### src/rtl/psa_simd_pipe.sv
// psa_simd_pipe: two-stage packed-SIMD add/sub with per-lane overflow and valid/ready flow control.
// Define PSA_SAT_EN to build per-lane saturation selected by op[1]; otherwise results always wrap.
module psa_simd_pipe #(
  parameter int DATA_W = 16,
  parameter int LANE_W = 4
) (
  input  logic                     clk,
  input  logic                     rst_n,
  input  logic                     i_in_valid,
  output logic                     o_in_ready,
  input  logic [DATA_W-1:0]        i_a,
  input  logic [DATA_W-1:0]        i_b,
  input  logic [1:0]               i_op,
  output logic                     o_out_valid,
  input  logic                     i_out_ready,
  output logic [DATA_W-1:0]        o_sum,
  output logic [DATA_W/LANE_W-1:0] o_lane_ovf,
  output logic                     o_error,
  input  logic                     i_clr_err,
  output logic                     o_err_sticky,
  output logic [15:0]              o_xfer_cnt
);

  localparam int LANES = DATA_W / LANE_W;

  logic              r_s1_valid;
  logic [DATA_W-1:0] r_s1_a;
  logic [DATA_W-1:0] r_s1_b;
  logic              r_s1_sub;
  logic              r_s2_valid;
  logic [DATA_W-1:0] r_s2_sum;
  logic [LANES-1:0]  r_s2_ovf;
  logic              r_err_sticky;
  logic [15:0]       r_xfer_cnt;

  logic              w_s2_adv;
  logic              w_in_ready;
  logic              w_xfer;
  logic              w_s2_error;
  logic [DATA_W-1:0] w_res;
  logic [LANES-1:0]  w_ovf;

  assign w_s2_adv   = !r_s2_valid || i_out_ready;
  assign w_in_ready = !r_s1_valid || w_s2_adv;
  assign w_xfer     = r_s2_valid && i_out_ready;
  assign w_s2_error = |r_s2_ovf;

`ifdef PSA_SAT_EN
  logic r_s1_sat;
`else
  logic w_unused_op_sat;
  assign w_unused_op_sat = i_op[1];
`endif

  // Each lane is computed in isolation, so no carry or borrow can leak into its neighbour.
  for (genvar g = 0; g < LANES; g++) begin : g_lane
    logic [LANE_W-1:0] w_la;
    logic [LANE_W-1:0] w_lb;
    logic [LANE_W-1:0] w_lr;
    logic              w_sa;
    logic              w_sb;

    assign w_la = r_s1_a[g*LANE_W +: LANE_W];
    assign w_lb = r_s1_b[g*LANE_W +: LANE_W];
    assign w_lr = r_s1_sub ? (w_la - w_lb) : (w_la + w_lb);
    assign w_sa = w_la[LANE_W-1];
    assign w_sb = w_lb[LANE_W-1];

    assign w_ovf[g] = (r_s1_sub ? (w_sa != w_sb) : (w_sa == w_sb)) &&
                      (w_lr[LANE_W-1] != w_sa);

`ifdef PSA_SAT_EN
    // On overflow the true result lies beyond the limit on a's side of zero.
    assign w_res[g*LANE_W +: LANE_W] = (r_s1_sat && w_ovf[g]) ?
                                       {w_sa, {(LANE_W-1){~w_sa}}} : w_lr;
`else
    assign w_res[g*LANE_W +: LANE_W] = w_lr;
`endif
  end

  always_ff @(posedge clk or negedge rst_n) begin
    if (!rst_n) begin
      r_s1_valid <= 1'b0;
    end else if (w_in_ready) begin
      r_s1_valid <= i_in_valid;
    end
  end

  // Operand payload needs no reset: it is only consumed while r_s1_valid is set.
  always_ff @(posedge clk) begin
    if (w_in_ready && i_in_valid) begin
      r_s1_a   <= i_a;
      r_s1_b   <= i_b;
      r_s1_sub <= i_op[0];
`ifdef PSA_SAT_EN
      r_s1_sat <= i_op[1];
`endif
    end
  end

  always_ff @(posedge clk or negedge rst_n) begin
    if (!rst_n) begin
      r_s2_valid <= 1'b0;
      r_s2_sum   <= '0;
      r_s2_ovf   <= '0;
    end else if (w_s2_adv) begin
      r_s2_valid <= r_s1_valid;
      if (r_s1_valid) begin
        r_s2_sum <= w_res;
        r_s2_ovf <= w_ovf;
      end
    end
  end

  // A fresh error transfer wins over a simultaneous clear.
  always_ff @(posedge clk or negedge rst_n) begin
    if (!rst_n) begin
      r_err_sticky <= 1'b0;
      r_xfer_cnt   <= '0;
    end else begin
      r_err_sticky <= (r_err_sticky && !i_clr_err) || (w_xfer && w_s2_error);
      if (w_xfer && (r_xfer_cnt != 16'hFFFF)) begin
        r_xfer_cnt <= r_xfer_cnt + 16'd1;
      end
    end
  end

  assign o_in_ready   = w_in_ready;
  assign o_out_valid  = r_s2_valid;
  assign o_sum        = r_s2_sum;
  assign o_lane_ovf   = r_s2_ovf;
  assign o_error      = w_s2_error;
  assign o_err_sticky = r_err_sticky;
  assign o_xfer_cnt   = r_xfer_cnt;

endmodule

### config.mk
export PLATFORM = sky130hd
export DESIGN_NAME = psa_simd_pipe
export DESIGN_NICKNAME = d
export VERILOG_FILES = /design/src/rtl/psa_simd_pipe.sv
export SDC_FILE = /design/constraint.sdc
export NUM_CORES = 1
export LEC_CHECK = 0
export CAP_MARGIN = 20
export CORE_MARGIN = 5
export CORE_UTILIZATION = 55
export CTS_CLUSTER_SIZE = 30
export DETAILED_ROUTE_END_ITERATION = 6
export HOLD_SLACK_MARGIN = 0.05
export PLACE_DENSITY = 0.86
export SLEW_MARGIN = 0
export SYNTH_ARGS = -nofsm -noshare
export SYNTH_HDL_FRONTEND = slang
export SYNTH_SLANG_ARGS = --single-unit
### constraint.sdc
create_clock -name clk -period 3.4 [get_ports clk]
set_input_delay 0.68 -clock clk [delete_from_list [all_inputs] [get_ports clk]]
set_output_delay 0.68 -clock clk [all_outputs]
set_load 0.005 [all_outputs]
==> Implementation_results.wiki, run 1 <==
{| class="wikitable"
! Metric !! Value
|-
| Chip Width || roughly 90 um
|-
| Reg area || a little under 0.002 sq mm
|-
| Most instantiated flip-flop cell in the synthesis netlist || dfrtp_1
|-
| Number of hold buffers added after cts || 0
|-
| Met2 track utilization from global routing || 0.3075
|-
| Dpl ws || roughly 770 ps
|-
| Max-Slew Margin vs Limit || 0.3953
|-
| Post-layout nets || about 440
|-
| Final weighted congestion of routability-driven global placement || 0.8017
|-
| Areal power density over the cells || about 550 mW/mm^2
|-
| Total negative setup slack || 0 ps
|-
| Floorplan die area || just over 0.008 sq mm
|-
| Power consumption || approximately 2.6 mW
|-
| Transition time at the pin with the least slew margin || just over 900 ps
|-
| GRT overflow || 0
|-
| Detailed-placement wirelength estimate || around 5300 um
|-
| Busiest metal layer after global routing || met2
|-
| Most common cell after layout, fill and taps aside || clkdlybuf4s50_1
|-
| Clk_lat worst skew || approximately 340 ps
|-
| Area growth from synthesis to final layout || 29.38%
|-
| Core area || around 0.0063 sq mm
|-
| Antenna diode count || 0
|-
| Maximum operating frequency || just under 400 MHz
|-
| Footprint of the multi-input gates || ~0.0015 sq mm
|-
| Dominant cell type by count on the critical path || clkdlybuf4s50_1
|-
| Setup slack, reg-to-reg || around 830 ps
|-
| Clock period minus final worst setup slack || roughly 2600 ps
|-
| Setup Viol. Count Final || 0
|-
| Post-synthesis instance total || 299
|-
| Initial core utilization || 0.5667
|-
| DRC || 0
|-
| Worst slack on hold paths || between 400 and 500 ps
|-
| Startpoint-to-endpoint class of the critical path || in -> out
|-
| Worst EP arrival || about 1900 ps
|-
| Leading cell types in the layout, fill and taps excluded || 76 x clkdlybuf4s50_1, 39 x dfrtp_1, 33 x edfxtp_1
|-
| Number of buffers added on ports || between 70 and 80
|-
| WL final || between 7000 and 8000 um
|-
| Cell variety after synth || 46
|-
| Static leakage || 1.961 nW
|-
| Placed Area || roughly 0.0044 sq mm
|-
| FFs w/ async S/R, synth || 0.5417
|-
| Average cell area after synthesis || 12.03 sq um
|-
| Startpoint Class || input port
|-
| Share of the clock period used by the worst path after layout || 0.7613
|-
| Sequential share of power || 0.463
|-
| TritonCTS Buffers || 9
|-
| Worst setup margin || just over 800 ps
|-
| Vias || ~2,500
|-
| Buf/Inv on CP || 2
|-
| DR vias/cell || 5.476
|-
| Number of buffers inserted by post-CTS setup repair || 0
|-
| Starting DRT DRC Count || 120
|-
| Fraction of layout instances using a drive strength above 1 || 0.07752
|-
| Crit-path max FO || 4
|-
| Post-Syn Area || around 0.0036 sq mm
|-
| Post-Layout Inst Area || between 0.004 and 0.005 sq mm
|-
| Number of max-cap violations || 0
|-
| Detailed-route wire length per cell || 15.18 um
|-
| Internal power consumption || about 1.9 mW
|-
| Clock-pin slew on the worst setup and hold paths || around 80 ps
|-
| Max clock buf depth || 2
|-
| Kind of cell adding the most delay to the critical path || buffers and inverters
|-
| Level count of the clock H-tree || 3
|-
| Net Sw Frac || 0.2714
|-
| CTS tree || yes
|-
| Vias in the first global route || 2,639
|-
| Total GRT Usage || 0.1790
|-
| Share of synthesized area occupied by flip-flops and latches || 0.5466
|-
| Worst min-delay path class || in -> async
|-
| Total net switching power || ~690 uW
|-
| Initial antenna violation count || 0
|-
| Synthesis warning total || 0
|-
| First-pass GRT wire length || roughly 12,000 um
|-
| I/O pin cnt || slightly below 80
|-
| Setup repair after global routing missed its margin || no
|-
| CP max stage delay || ~540 ps
|-
| Floorplan die height || 90.89 um
|-
| Num rows || 29
|-
| Worst setup skew after layout || about 11 ps
|-
| Critical path capture point type || primary output
|-
| Maximum ir drop on the vdd rail || between 0.4 and 0.5 mV
|-
| CP max-delay cell || clkdlybuf4s50_1
|-
| Part of the total power dissipated in combinational logic || 0.257
|-
| Fill count || ~440
|-
| Number of endpoints with negative hold slack in the final report || 0
|-
| Clock net sink count || 72
|-
| Synth Net Count || 359
|-
| Number of enable-type register cells in the synthesized netlist || 33
|-
| Met3 capacity usage during global routing || 0.05667
|-
| Clock network fraction of design power || 0.280
|-
| Antenna viol nets, final || 0
|-
| CP cell instances || clkdlybuf4s50_1 > nand3b_1 > clkdlybuf4s50_1
|-
| GRT met1 Usage || 0.2138
|-
| Number of pins with negative max-slew slack in the final report || 0
|-
| TritonRoute pass-1 iters || 5
|-
| Outcome || finished clean
|-
| Synth Register Bits || 72
|-
| Largest net degree at the start of global routing || 40
|-
| CTS-repair resized insts || 0
|-
| Buffer type at the clock tree root || clkbuf_8
|-
| Required arrival time at the worst endpoint || about 2700 ps
|}
## path summary, 6_finish.rpt
path | start | end | depth (start not counted)
worst max-delay path | i_out_ready | o_in_ready | 3
worst min-delay path | rst_n | o_xfer_cnt[11]$_DFFE_PN0P_ | 1
worst max register to register | r_s1_sub$_DFFE_PP_ | o_lane_ovf[1]$_DFFE_PN0P_ | 7
worst min register to register | o_sum[2]$_DFFE_PN0P_ | o_sum[2]$_DFFE_PN0P_ | 2
max in group asynchronous | rst_n | o_sum[7]$_DFFE_PN0P_ | 1
min in group clk | o_sum[2]$_DFFE_PN0P_ | o_sum[2]$_DFFE_PN0P_ | 2
## cells by family (layout without fill, tap and decap cells)
logic type,after synthesis,in the layout,synth area share
DFF,72,72,0.5466
buffers and inverters,30,118,0.03234
xor gates and xnor gates,33,33,0.09562
and+or+nand+nor,95,95,0.1544
adders and majority gates,21,21,0.08136
muxes,5,5,0.01565
AOI/OAI and AO/OA,43,43,0.07406
## power by group through the flow
stage,clock network (mW),registers [mW],logic (mW)
5_1_grt,0.763,1.20,0.736
4_1_cts,0.722,1.18,0.670
6_report,0.715,1.18,0.658
3_3_place_gp,0,1.19,0.636
3_5_place_dp,0,1.20,0.666
2_1_floorplan,0,1.18,0.308
## final cells by class
class / instances / area share
Timing Repair Buffer: 80 / 0.1693
Multi-Input combinational cell: 197 / 0.3254
Tap cell: 77 / 0.02069
Sequential cell: 72 / 0.4225
Clock inverter: 4 / 0.01532
Inverter: 22 / 0.01774
Clock buffer: 12 / 0.02902
## registers in the layout (all words and copies together), names as in the netlist
signal and cells:
r_s1_b 16, r_s1_a 16, r_s1_sub 1, o_err_sticky 1, o_lane_ovf 4, o_xfer_cnt 16
r_s1_valid 1, o_out_valid 1, o_sum 16
## per-layer routing
layer | wire (um) | share of wire
met5 | 0 | 0
met4 | 81 | 0.011
met3 | 492 | 0.070
met2 | 3588 | 0.51
met1 | 2882 | 0.41
## per-stage QoR
stage               std cells  utilization
CTS                       464       0.7332
finish                    464       0.7332
floorplan                 299            -
global route              464       0.7332
global placement          448       0.7007
detailed placement        448       0.7007
## Yosys cell counts, types with 6 or more instances
cell      count  area [sq um]
a21oi_1      10         50.05
dfrtp_1      39         975.9
edfxtp_1     33         991.0
ha_1         17         212.7
inv_1        22         82.58
nand2_1      29         108.9
nand3_1       7         35.03
nand3b_1      6         45.04
nor2_1       11         41.29
nor3_1        6         30.03
o211ai_1      8         60.06
o21ai_0      12         60.06
xnor2_1      14         122.6
xor2_1       15         131.4
Note: power is estimated with default switching activity, not from simulation.
==> inputs of run 2 (changes only) <==
--- a/config.mk
+++ b/config.mk
@@ -7,11 +7,11 @@
 export LEC_CHECK = 0
 export CAP_MARGIN = 20
 export CORE_MARGIN = 5
-export CORE_UTILIZATION = 55
+export CORE_UTILIZATION = 46
 export CTS_CLUSTER_SIZE = 30
 export DETAILED_ROUTE_END_ITERATION = 6
 export HOLD_SLACK_MARGIN = 0.05
-export PLACE_DENSITY = 0.86
+export PLACE_DENSITY = 0.77
 export SLEW_MARGIN = 0
 export SYNTH_ARGS = -nofsm -noshare
 export SYNTH_HDL_FRONTEND = slang
==> constraint.sdc (replaced) <==
create_clock -name clk -period 2.2 [get_ports clk]
set_input_delay 0.44 -clock clk [delete_from_list [all_inputs] [get_ports clk]]
set_output_delay 0.44 -clock clk [all_outputs]
set_load 0.005 [all_outputs]
==> Implementation_results.wiki, run 2 (synthesis gave the netlist of run 1 again) <==
{| class="wikitable"
! Metric !! Value
|-
| CP max stage delay || ~420 ps
|-
| Worst setup skew after layout || approximately 17 ps
|-
| Num rows || 32
|-
| Startpoint-to-endpoint class of the critical path || reg -> reg
|-
| First-pass GRT wire length || 12,560 um
|-
| GRT overflow || 0
|-
| Buffer type at the clock tree root || clkbuf_8
|-
| Crit-path max FO || 24
|-
| Fraction of layout instances using a drive strength above 1 || 0.1328
|-
| Worst setup margin || between 40 and 50 ps
|-
| Areal power density over the cells || around 850 mW/mm^2
|-
| I/O pin cnt || between 70 and 80
|-
| Busiest metal layer after global routing || met2
|-
| Critical path capture point type || flop
|-
| TritonRoute pass-1 iters || 4
|-
| Maximum operating frequency || between 400 and 500 MHz
|-
| Post-layout nets || ~450
|-
| Clock-pin slew on the worst setup and hold paths || 80 ps
|-
| Share of the clock period used by the worst path after layout || 0.9787
|-
| Core area || about 0.0077 sq mm
|-
| Max clock buf depth || 2
|-
| Met3 capacity usage during global routing || 0.03326
|-
| Largest net degree at the start of global routing || 40
|-
| Clock net sink count || 72
|-
| WL final || approximately 7900 um
|-
| TritonCTS Buffers || 9
|-
| DR vias/cell || about 5.2
|-
| Dominant cell type by count on the critical path || o211ai_1
|-
| Post-Route Utilization || 0.6343
|-
| Vias || roughly 2,600
|-
| Number of max-cap violations || 0
|-
| Clk_lat worst skew || approximately 350 ps
|-
| Number of buffers added on ports || a little under 80
|-
| Number of pins with negative max-slew slack in the final report || 0
|-
| Initial antenna violation count || 0
|-
| Number of endpoints with negative hold slack in the final report || 0
|-
| Required arrival time at the worst endpoint || ~2500 ps
|-
| Cell count after placement || 479
|-
| Startpoint Class || flop
|-
| Number of hold buffers added after cts || 0
|-
| Detailed-placement wirelength estimate || about 5600 um
|-
| Detailed-route wire length per cell || between 15 and 20 um
|-
| Total GRT Usage || 0.1621
|-
| CP cell instances || buf_12 > nor2_1 > xnor2_1 > ha_1 > nand3b_1 > o211ai_1 > or3b_1 > o211ai_1
|-
| Floorplan die height || just under 100 um
|-
| Met2 track utilization from global routing || 0.2798
|-
| Outcome || finished clean
|-
| CTS tree || yes
|-
| Number of standard cells in the final layout excluding fillers || 501
|-
| GRT met1 Usage || 0.1981
|-
| Transition time at the pin with the least slew margin || 525.5 ps
|-
| DRC || 0
|-
| Dpl ws || around 62 ps
|-
| Initial core utilization || 0.4681
|-
| CP max-delay cell || edfxtp_1
|-
| Antenna diode count || 0
|-
| Maximum ir drop on the vdd rail || approximately 0.44 mV
|-
| Level count of the clock H-tree || 3
|-
| Most common cell after layout, fill and taps aside || clkdlybuf4s50_1
|-
| Chip Width || between 90 and 100 um
|-
| Max-Slew Margin vs Limit || 0.6470
|-
| Clock period minus final worst setup slack || 2153 ps
|-
| Worst min-delay path class || in -> async
|-
| Vias in the first global route || 2,709
|-
| Static leakage || a little over 2 nW
|-
| Setup repair after global routing missed its margin || yes
|-
| Starting DRT DRC Count || 71
|-
| Leading cell types in the layout, fill and taps excluded || 75 x clkdlybuf4s50_1, 39 x dfrtp_1, 33 x edfxtp_1
|-
| Power consumption || 4.157 mW
|-
| Final weighted congestion of routability-driven global placement || ~0.8
|-
| Worst EP arrival || between 2000 and 2500 ps
|-
| Floorplan die area || 0.009691 sq mm
|-
| Antenna viol nets, final || 0
|-
| Setup Viol. Count Final || 0
|-
| Area growth from synthesis to final layout || 35.50%
|}
run 2: path summary, 6_finish.rpt:
check	depth (start not counted)	to	slack, ps	startpoint
setup / recovery	8	o_lane_ovf[3]$_DFFE_PN0P_	50	r_s1_sub$_DFFE_PP_
hold / removal	2	o_xfer_cnt[14]$_DFFE_PN0P_	140	rst_n
setup reg to reg	8	o_lane_ovf[3]$_DFFE_PN0P_	50	r_s1_sub$_DFFE_PP_
hold reg to reg	2	o_sum[9]$_DFFE_PN0P_	490	o_sum[9]$_DFFE_PN0P_
max in group asynchronous	2	o_xfer_cnt[1]$_DFFE_PN0P_	1700	rst_n
min in group clk	2	o_sum[9]$_DFFE_PN0P_	490	o_sum[9]$_DFFE_PN0P_
run 2: repair_timing:
| action | 4_1_cts | 5_1_grt |
|---|---|---|
| cloned | 0 | 0 |
| setup endpoints to repair | 2 | 5 |
| buffers inserted | 1 | 5 |
| gates resized for setup | 3 | 9 |
| pin swaps | 0 | 7 |
run 2: where the power goes:
part / total (mW) / switching, mW / internal [mW]
Sequential: 1.82 / 0.193 / 1.63
Clock: 1.24 / 0.493 / 0.752
Combinational: 1.09 / 0.436 / 0.658
Total: 4.16 / 1.12 / 3.03
run 2: cell type report:
type	count	area [sq um]
fill	607	2811
sequential	72	1967
multi-input combinational	197	1560
timing repair buffer	92	902.1
clock buffer	10	127.6
tap	102	127.6
clock inverter	6	108.9
inverter	22	82.58
run 2: layer usage:
layer | share of wire | vias to the layer above
li1 | - | 1243
met1 | 0.42 | 1274
met2 | 0.51 | 90
met3 | 0.061 | 9
met4 | 0.011 | 0
met5 | 0 | -
run 2: through the flow:
step / TNS, ps / hold slack [ps] / instance area [sq um]
floorplan: 0 / 144.4 / 3598
global placement: 0 / 467.9 / 4551
detailed placement: 0 / 478.3 / 4551
CTS: 0 / 150.8 / 4801
global route: -154.2 / 184.1 / 4876
finish: 0 / 142.2 / 4876
run 2: critical path: cells and delay by family, from the launching register on:
family | cells | cell delay, ps
DFF | 1 | 420
buffers and inverters | 1 | 190
xor gates and xnor gates | 1 | 80
and+or+nand+nor | 3 | 730
AOI/OAI and AO/OA | 2 | 270
adders and majority gates | 1 | 360
